[src/rtl/serial_adder_if.sv]
// serial_adder_if
//   Groups the control-unit handshake and operand/result buses of the
//   bit-serial adder.
//   master : control unit side (drives start/a/b/cin, observes the results)
//   slave  : adder side (observes start/a/b/cin, drives busy/done/z/cout/ovf)
//   Signals:
//     start       request a new addition, sampled on rising clk
//     a, b, cin   operands and initial carry, captured when start is accepted
//     busy        high while bits are being processed
//     done        one-cycle pulse when the result is valid
//     z           WIDTH-bit sum, held from done until the next accepted start
//     cout        final carry-out
//     ovf         signed overflow (carry into MSB XOR carry out of MSB)
interface serial_adder_if #(
  parameter int unsigned WIDTH = 8
);
  logic             start;
  logic [WIDTH-1:0] a;
  logic [WIDTH-1:0] b;
  logic             cin;
  logic             busy;
  logic             done;
  logic [WIDTH-1:0] z;
  logic             cout;
  logic             ovf;

  modport master (
    output start, a, b, cin,
    input  busy, done, z, cout, ovf
  );

  modport slave (
    input  start, a, b, cin,
    output busy, done, z, cout, ovf
  );
endinterface

[src/rtl/serial_adder.sv]
// serial_adder
//   Bit-serial WIDTH-bit adder: one 1-bit full-adder cell plus a carry
//   flip-flop, processing one operand bit per clock, LSB first.
//   A start accepted at edge E0 keeps busy high through edge E(WIDTH); done
//   pulses for the following cycle, so one add takes WIDTH+1 cycles.
//   Ports:
//     clk    rising-edge clock
//     rst_n  asynchronous active-low reset
//     bus    serial_adder_if slave modport (start/a/b/cin in,
//            busy/done/z/cout/ovf out)

// 1-bit full-adder cell driven by the sequencer below.
module serial_adder_fa (
  input  logic a,
  input  logic b,
  input  logic ci,
  output logic s,
  output logic co
);
  always_comb begin
    s  = a ^ b ^ ci;
    co = (a & b) | (ci & (a ^ b));
  end
endmodule

module serial_adder #(
  parameter int unsigned WIDTH = 8
) (
  input  logic           clk,
  input  logic           rst_n,
  serial_adder_if.slave  bus
);

  localparam int unsigned CNT_W = (WIDTH > 1) ? $clog2(WIDTH) : 1;
  localparam logic [CNT_W-1:0] LAST_BIT = CNT_W'(WIDTH - 1);

  typedef enum logic [1:0] {
    S_IDLE,
    S_RUN,
    S_DONE
  } state_t;

  state_t           state_q, state_d;
  logic [WIDTH-1:0] a_sh_q, a_sh_d;
  logic [WIDTH-1:0] b_sh_q, b_sh_d;
  logic [WIDTH-1:0] z_q, z_d;
  logic [CNT_W-1:0] cnt_q, cnt_d;
  logic             carry_q, carry_d;
  logic             busy_q, busy_d;
  logic             done_q, done_d;
  logic             cout_q, cout_d;
  logic             ovf_q, ovf_d;

  logic fa_s;
  logic fa_co;

  serial_adder_fa u_fa (
    .a  (a_sh_q[0]),
    .b  (b_sh_q[0]),
    .ci (carry_q),
    .s  (fa_s),
    .co (fa_co)
  );

  always_comb begin
    state_d = state_q;
    a_sh_d  = a_sh_q;
    b_sh_d  = b_sh_q;
    z_d     = z_q;
    cnt_d   = cnt_q;
    carry_d = carry_q;
    busy_d  = busy_q;
    done_d  = 1'b0;
    cout_d  = cout_q;
    ovf_d   = ovf_q;

    unique case (state_q)
      S_IDLE, S_DONE: begin
        // DONE accepts start exactly like IDLE to allow back-to-back adds.
        busy_d  = 1'b0;
        state_d = S_IDLE;
        if (bus.start) begin
          a_sh_d  = bus.a;
          b_sh_d  = bus.b;
          carry_d = bus.cin;
          cnt_d   = '0;
          z_d     = '0;
          busy_d  = 1'b1;
          state_d = S_RUN;
        end
      end

      S_RUN: begin
        z_d     = {fa_s, z_q[WIDTH-1:1]};
        carry_d = fa_co;
        a_sh_d  = a_sh_q >> 1;
        b_sh_d  = b_sh_q >> 1;
        if (cnt_q == LAST_BIT) begin
          // carry_q is the carry into the MSB; fa_co the carry out of it.
          ovf_d   = carry_q ^ fa_co;
          cout_d  = fa_co;
          busy_d  = 1'b0;
          done_d  = 1'b1;
          state_d = S_DONE;
        end else begin
          cnt_d = cnt_q + CNT_W'(1);
        end
      end

      default: begin
        busy_d  = 1'b0;
        state_d = S_IDLE;
      end
    endcase
  end

  always_ff @(posedge clk or negedge rst_n) begin
    if (!rst_n) begin
      state_q <= S_IDLE;
      a_sh_q  <= '0;
      b_sh_q  <= '0;
      z_q     <= '0;
      cnt_q   <= '0;
      carry_q <= 1'b0;
      busy_q  <= 1'b0;
      done_q  <= 1'b0;
      cout_q  <= 1'b0;
      ovf_q   <= 1'b0;
    end else begin
      state_q <= state_d;
      a_sh_q  <= a_sh_d;
      b_sh_q  <= b_sh_d;
      z_q     <= z_d;
      cnt_q   <= cnt_d;
      carry_q <= carry_d;
      busy_q  <= busy_d;
      done_q  <= done_d;
      cout_q  <= cout_d;
      ovf_q   <= ovf_d;
    end
  end

  always_comb begin
    bus.busy = busy_q;
    bus.done = done_q;
    bus.z    = z_q;
    bus.cout = cout_q;
    bus.ovf  = ovf_q;
  end

endmodule
[src/flat_wrapper.sv]
// flat-port wrapper written by rule: the top's interface ports become plain ports
module serial_adder_flat 
#(
  parameter int unsigned WIDTH = 8
)
  (clk, rst_n, bus_start, bus_a, bus_b, bus_cin, bus_busy, bus_done, bus_z, bus_cout, bus_ovf);
  serial_adder_if #(.WIDTH(WIDTH)) bus_i ();
  input  logic clk;
  input  logic rst_n;
  input wire logic [$bits(bus_i.start)-1:0] bus_start;
  input wire logic [$bits(bus_i.a)-1:0] bus_a;
  input wire logic [$bits(bus_i.b)-1:0] bus_b;
  input wire logic [$bits(bus_i.cin)-1:0] bus_cin;
  output wire logic [$bits(bus_i.busy)-1:0] bus_busy;
  output wire logic [$bits(bus_i.done)-1:0] bus_done;
  output wire logic [$bits(bus_i.z)-1:0] bus_z;
  output wire logic [$bits(bus_i.cout)-1:0] bus_cout;
  output wire logic [$bits(bus_i.ovf)-1:0] bus_ovf;
  assign bus_i.start = bus_start;
  assign bus_i.a = bus_a;
  assign bus_i.b = bus_b;
  assign bus_i.cin = bus_cin;
  assign bus_busy = bus_i.busy;
  assign bus_done = bus_i.done;
  assign bus_z = bus_i.z;
  assign bus_cout = bus_i.cout;
  assign bus_ovf = bus_i.ovf;
  serial_adder #(.WIDTH(WIDTH)) u_core (.clk(clk), .rst_n(rst_n), .bus(bus_i));
endmodule
[config.mk]
export PLATFORM = sky130hd
export DESIGN_NAME = serial_adder_flat
export DESIGN_NICKNAME = d
export VERILOG_FILES = /design/src/rtl/serial_adder_if.sv /design/src/rtl/serial_adder.sv /design/src/flat_wrapper.sv
export SDC_FILE = /design/constraint.sdc
export NUM_CORES = 1
export LEC_CHECK = 0
export ABC_CLOCK_PERIOD_IN_PS = 2200
export BUFFER_PORTS_ARGS = -buffer_cell sky130_fd_sc_hd__buf_2
export CORE_MARGIN = 2
export CORE_UTILIZATION = 29
export CTS_BUF_LIST = sky130_fd_sc_hd__clkbuf_2 sky130_fd_sc_hd__clkbuf_4 sky130_fd_sc_hd__clkbuf_8
export DETAILED_ROUTE_END_ITERATION = 8
export GPL_TIMING_DRIVEN = 0
export SLEW_MARGIN = 20
export SYNTH_ARGS = -nofsm -noshare
export SYNTH_HDL_FRONTEND = slang
export SYNTH_SLANG_ARGS = --single-unit
[constraint.sdc]
create_clock -name clk -period 2.2 [get_ports clk]
set_input_delay 0.44 -clock clk [delete_from_list [all_inputs] [get_ports clk]]
set_output_delay 0.44 -clock clk [all_outputs]
set_load 0.02 [all_outputs]
==> results.json, run 1 <==
{
  "wl_um": 4140,
  "synth_edf_count": 0,
  "r2r_setup_slack_ps": 790,
  "syn-cell-area_um2": 1890,
  "fin_crit_ps": 1410,
  "worst_pin_slew_ps": 768,
  "post_cts_resized": 0,
  "ys.flop_type": "dfrtp_1",
  "rows": 29,
  "drv_cap": 0,
  "p_per_area_nw_per_um2": 1300,
  "hold_viol_final": 0,
  "layout-drive-gt1-share_pct": 38.4,
  "grt.overflow.total": 0,
  "cts_hold_buf": 0,
  "final_core_util_pct": 35.3,
  "hpwl_um": 2880,
  "rsz0062_at_grt": "no",
  "drc_errors": 0,
  "dp_slack_ps": 792,
  "synth.distinct_cells": 29,
  "crit_path_start_kind": "flop",
  "worstPathRequired_ps": 2370,
  "finalSetupViolCount": 0,
  "htreeDepth": 2,
  "power_w": 0.00291,
  "worstReg2RegStart": "u_core.cnt_q[0]$_DFFE_PN0P_",
  "synthTopCellsByCount": "dfrtp_1 (33), mux2i_1 (16), nor2b_1 (15)",
  "port-buffer-count": 31,
  "drt_first_pass_iters": 2,
  "yosys-top-cells-area": "dfrtp_1 (44%), mux2i_1 (8.5%), a211oi_2 (6.6%)",
  "synth.ff_latch_count": 33,
  "cts_sinks": 33,
  "rr_worst_depth": 5,
  "gp_congestion": 0.721,
  "grt_use_total_pct": 12.6,
  "areaGrowthSynthToFinish_pct": 18.2,
  "synthCells": 172,
  "drv_slew": 0,
  "r2r_end": "u_core.cnt_q[0]$_DFFE_PN0P_",
  "yosysMostFrequentCell": "dfrtp_1",
  "setup_ws_ps": 790,
  "die_y_um": 84.7,
  "clockBufferDepth": 2,
  "leakagePower_nw": 0.971,
  "relSlewSlack_pct": 48.8,
  "clkPwrFrac_pct": 16.3,
  "clk_pin_slew_ps": 60,
  "grt_first_pass_wirelength_um": 7010,
  "cts_buffers": 5,
  "vias_per_cell": 4.80,
  "fin_setup_tns_ps": 0,
  "switchingPower_w": 0.00113,
  "synthArstFlopShare_pct": 100,
  "seqPwrFrac_pct": 37.3,
  "endpoint_kind": "flop",
  "internal_power_w": 0.00178,
  "critical_path_arrival_ps": 1580,
  "n_fill_cell": 658,
  "clkLatencyLatePin_ps": 280,
  "p_comb_share_pct": 46.3,
  "first_global_vias": 1375,
  "insertedDiodeCount": 0,
  "core_area_um2": 6310,
  "crit_fanout": 6,
  "synth_top_area_share_pct": 43.7,
  "fp.dieW_um": 84.7,
  "io_pins": 32,
  "drtIter0Drc": 79,
  "synth_top_area_cell": "dfrtp_1",
  "ir_drop_v": 0.000392,
  "fmax_ghz": 0.709,
  "nets": 233,
  "routed-via-count": 1382,
  "post-place-cells": 280,
  "critical_path_class": "reg -> reg",
  "fin_cells": 288,
  "synth-seq-area-share_pct": 43.7,
  "postSynthAreaPerCell_um2": 11.0,
  "status": "completed",
  "start_util_pct": 29.9,
  "holdCritPathClass": "in -> async",
  "detail-route-antenna-nets": 0,
  "grt_max_degree": 34,
  "p_sw_share_pct": 38.8,
  "cts_setup_buffers": 0,
  "yosysWarnings": 0,
  "wl_per_cell_um": 14.4,
  "syn-num-nets": 195,
  "root_buffer": "clkbuf_8",
  "dieArea_um2": 7170,
  "cts_tree": "done",
  "antenna_found_initial": 0,
  "fin_skew_ps": 5.32,
  "period_share_pct": 64.1
}
[worst max path at each step]
stage	end	startpoint
floorplan	u_core.cnt_q[0]$_DFFE_PN0P_	u_core.cnt_q[0]$_DFFE_PN0P_
global placement	u_core.cnt_q[0]$_DFFE_PN0P_	u_core.cnt_q[0]$_DFFE_PN0P_
detailed placement	u_core.cnt_q[0]$_DFFE_PN0P_	u_core.cnt_q[0]$_DFFE_PN0P_
CTS	u_core.cnt_q[0]$_DFFE_PN0P_	u_core.cnt_q[0]$_DFFE_PN0P_
global route	u_core.cnt_q[0]$_DFFE_PN0P_	u_core.cnt_q[0]$_DFFE_PN0P_
finish	u_core.cnt_q[0]$_DFFE_PN0P_	u_core.cnt_q[0]$_DFFE_PN0P_
[sequential cells by signal, summed over array words and instances, names as in the netlist]
name	count
u_core.bus.cout	1
u_core.carry_q	1
u_core.state_q	1
u_core.cnt_q	3
u_core.bus.done	1
u_core.bus.busy	1
u_core.bus.z	8
u_core.bus.ovf	1
u_core.b_sh_q	8
u_core.a_sh_q	8
[critical path, stage by stage, from the launching register on]
cell and delay [ps]:
dfrtp_1 400, ha_1 210, ha_1 240, nor2_4 180
xor2_1 90, a21o_1 180
[cells in the final DEF (no fill, tap or decap), types with 3 or more instances in the layout]
master     n
a211oi_1   5
a211oi_2  10
a21oi_1    6
a21oi_2   10
buf_2     37
buf_6      4
clkbuf_4   3
clkbuf_8   5
dfrtp_1   33
inv_1      5
mux2_2     7
mux2i_1   16
nand2_1   12
nand2b_1   9
nand3_1    5
nor2b_1   15
o21ai_0    4
o21ai_1    7
[kinds of logic after synthesis]
family / synth area share, %
AO/OA/AOI/OAI: 19.4
AND/OR/NAND/NOR: 14.1
flip-flops: 43.7
multiplexers: 13.5
buffers and inverters: 5.96
adder cells (fa/ha/maj): 2.39
XOR/XNOR: 0.928
[power by group through the flow]
| stage | Combinational (W) | Clock, W | Sequential [W] |
|---|---|---|---|
| floorplan | 0.000956 | 0 | 0.00116 |
| global placement | 0.00133 | 0 | 0.00109 |
| detailed placement | 0.00137 | 0 | 0.00110 |
| CTS | 0.00137 | 0.000493 | 0.00109 |
| global route | 0.00151 | 0.000529 | 0.00113 |
| finish | 0.00135 | 0.000475 | 0.00109 |
[cell type report]
class / instances / area [um^2] / area share, %
inverters: 5 / 18.8 / 0.841
flip-flops and latches: 33 / 826 / 37.0
well taps: 77 / 96.3 / 4.32
multi-input cells: 121 / 950 / 42.6
clock buffers: 8 / 91.3 / 4.09
plain buffers: 13 / 93.8 / 4.21
repair buffers: 31 / 155 / 6.95
[routing by layer]
metal	vias to the layer above	part of all wire, %	track usage (%)
met5	-	0	0
met1	674	50	17.9
met4	0	1.2	3.46
met3	6	4.8	4.72
met2	22	44	17.8
li1	680	-	-
[metrics by stage]
step | instance area [um^2] | hold WS [ps]
after floorplan | 1890 | 144
after global placement | 2140 | 466
after detailed placement | 2140 | 468
after CTS | 2230 | 255
after global routing | 2230 | 284
final | 2230 | 231
Note: power is estimated with default switching activity, not from simulation.
==> run 2, diff against run 1 <==
- ABC_CLOCK_PERIOD_IN_PS: 2200 -> 1200
- clock period: 2.2 -> 1.2 ns (I/O delays scaled with it)
==> results.json, run 2 (synthesis gave the netlist of run 1 again) <==
{
  "rsz0062_at_grt": "yes",
  "vias_per_cell": 4.71,
  "first_global_vias": 1367,
  "grt.overflow.total": 0,
  "drv_cap": 0,
  "detail-route-antenna-nets": 0,
  "holdCritPathClass": "in -> async",
  "root_buffer": "clkbuf_8",
  "htreeDepth": 2,
  "final_cell_mix": "buf_2 (33), dfrtp_1 (33), mux2i_1 (16), nor2b_1 (15), nand2_1 (11)",
  "critical_path_class": "reg -> reg",
  "fin_skew_ps": 2.84,
  "drtIter0Drc": 72,
  "grt_first_pass_wirelength_um": 7130,
  "dieArea_um2": 7170,
  "rows": 29,
  "ir_drop_v": 0.000896,
  "critical_path_arrival_ps": 1430,
  "critPathMaxStageDelay_ps": 550,
  "cts_tree": "done",
  "endpoint_kind": "flop",
  "worstPathRequired_ps": 1370,
  "detailed_place.area_um2": 2150,
  "cts_buffers": 5,
  "drt_first_pass_iters": 4,
  "drc_errors": 0,
  "period_share_pct": 105,
  "routed-via-count": 1394,
  "cts_hold_buf": 0,
  "antenna_found_initial": 0,
  "clkLatencyLatePin_ps": 290,
  "crit_path_start_kind": "flop",
  "finalSetupViolCount": 3,
  "core_area_um2": 6310,
  "wl_per_cell_um": 14.0,
  "clockBufferDepth": 2,
  "crit_start": "u_core.carry_q$_DFFE_PN0P_",
  "cts_sinks": 33,
  "violations": "negative setup slack",
  "crit_fanout": 2,
  "cp_slowest_cell": "fa_2",
  "nets": 241,
  "die_y_um": 84.7,
  "io_pins": 32,
  "worst_pin_slew_ps": 754,
  "relSlewSlack_pct": 49.8,
  "power_w": 0.00571,
  "final_core_util_pct": 37.1,
  "grt_max_degree": 34,
  "fin_setup_tns_ps": -161,
  "port-buffer-count": 31,
  "wl_um": 4160,
  "hold_viol_final": 0,
  "grt_use_total_pct": 12.8,
  "dp_slack_ps": -96.2,
  "path_cells": "inv_2 -> fa_2 -> nand2b_1 -> nand3_1 -> o21ai_1",
  "setup_ws_ps": -61.2,
  "drv_slew": 0,
  "leakagePower_nw": 1.02,
  "layout-drive-gt1-share_pct": 44.3,
  "gp_congestion": 0.720,
  "hpwl_um": 2850,
  "stdcell_area_um2": 2340,
  "status": "finished, violations left",
  "fin_crit_ps": 1260,
  "worstReg2RegStart": "u_core.carry_q$_DFFE_PN0P_",
  "fmax_ghz": 0.793,
  "start_util_pct": 29.9,
  "fp.dieW_um": 84.7,
  "areaGrowthSynthToFinish_pct": 24.1,
  "clk_pin_slew_ps": 70,
  "p_per_area_nw_per_um2": 2440,
  "insertedDiodeCount": 0
}
-- run 2: cell count changes in the layout (fill, tap and decap cells not counted), moves of 2 or more --
cell | before | now
buf_4 | 2 | 10
buf_2 | 37 | 33
clkbuf_8 | 5 | 7
ha_1 | 2 | 0
inv_1 | 5 | 3
inv_2 | 0 | 2
o21ai_0 | 4 | 2
o21ai_1 | 7 | 9
-- run 2: per-layer routing --
metal	global-route usage [%]	part of all wire, %	up-vias
li1	-	-	698
met1	18.9	52	654
met2	18.0	43	37
met3	3.15	4.4	5
met4	4.62	1.1	0
met5	0	0	-
-- run 2: metrics by stage --
step / std cells / hold slack [ps]
floorplan: 172 / -55.6
global placement: 280 / 367
detailed placement: 280 / 353
CTS: 293 / 39.8
global route: 296 / 80.7
finish: 296 / 16.7
-- run 2: worst paths after layout --
kind / depth (start not counted) / slack, ps / endpoint
max: 5 / -60 / u_core.bus.z[7]$_DFFE_PN0P_
min: 1 / 20 / u_core.bus.z[4]$_DFFE_PN0P_
max reg2reg: 5 / -60 / u_core.bus.z[7]$_DFFE_PN0P_
min reg2reg: 2 / 480 / u_core.bus.cout$_DFFE_PN0P_
max in group asynchronous: 1 / 700 / u_core.b_sh_q[0]$_DFFE_PN0P_
min in group clk: 3 / 220 / u_core.b_sh_q[3]$_DFFE_PN0P_
-- run 2: worst max-delay path: cells and delay by family (launching register included) --
kind / cells / cell delay (ps)
adder cells (fa/ha/maj): 1 / 550
buffers and inverters: 1 / 50
flip-flops: 1 / 370
AND/OR/NAND/NOR: 2 / 130
AO/OA/AOI/OAI: 1 / 60
-- run 2: area by class of cell --
cell class	instances	area, um^2
Fill cell	641	3970
Multi-Input combinational cell	121	972
Sequential cell	33	826
Timing Repair Buffer	39	219
Buffer	13	109
Clock buffer	7	96.3
Tap cell	77	96.3
Inverter	5	18.8
Clock inverter	1	5.00
-- run 2: where the power goes --
group          total, W  internal (W)  leakage (nW)  switching (W)
sequential      0.00199       0.00162         0.408       0.000376
combinational   0.00278       0.00138         0.556        0.00139
clock          0.000941      0.000519        0.0542       0.000422
total           0.00571       0.00352          1.02        0.00219
-- run 2: what timing repair did --
item / CTS / global route
pin swaps: 5 / 5
resized for setup: 5 / 10
setup buffers: 5 / 3
endpoints found under the setup margin: 15 / 31
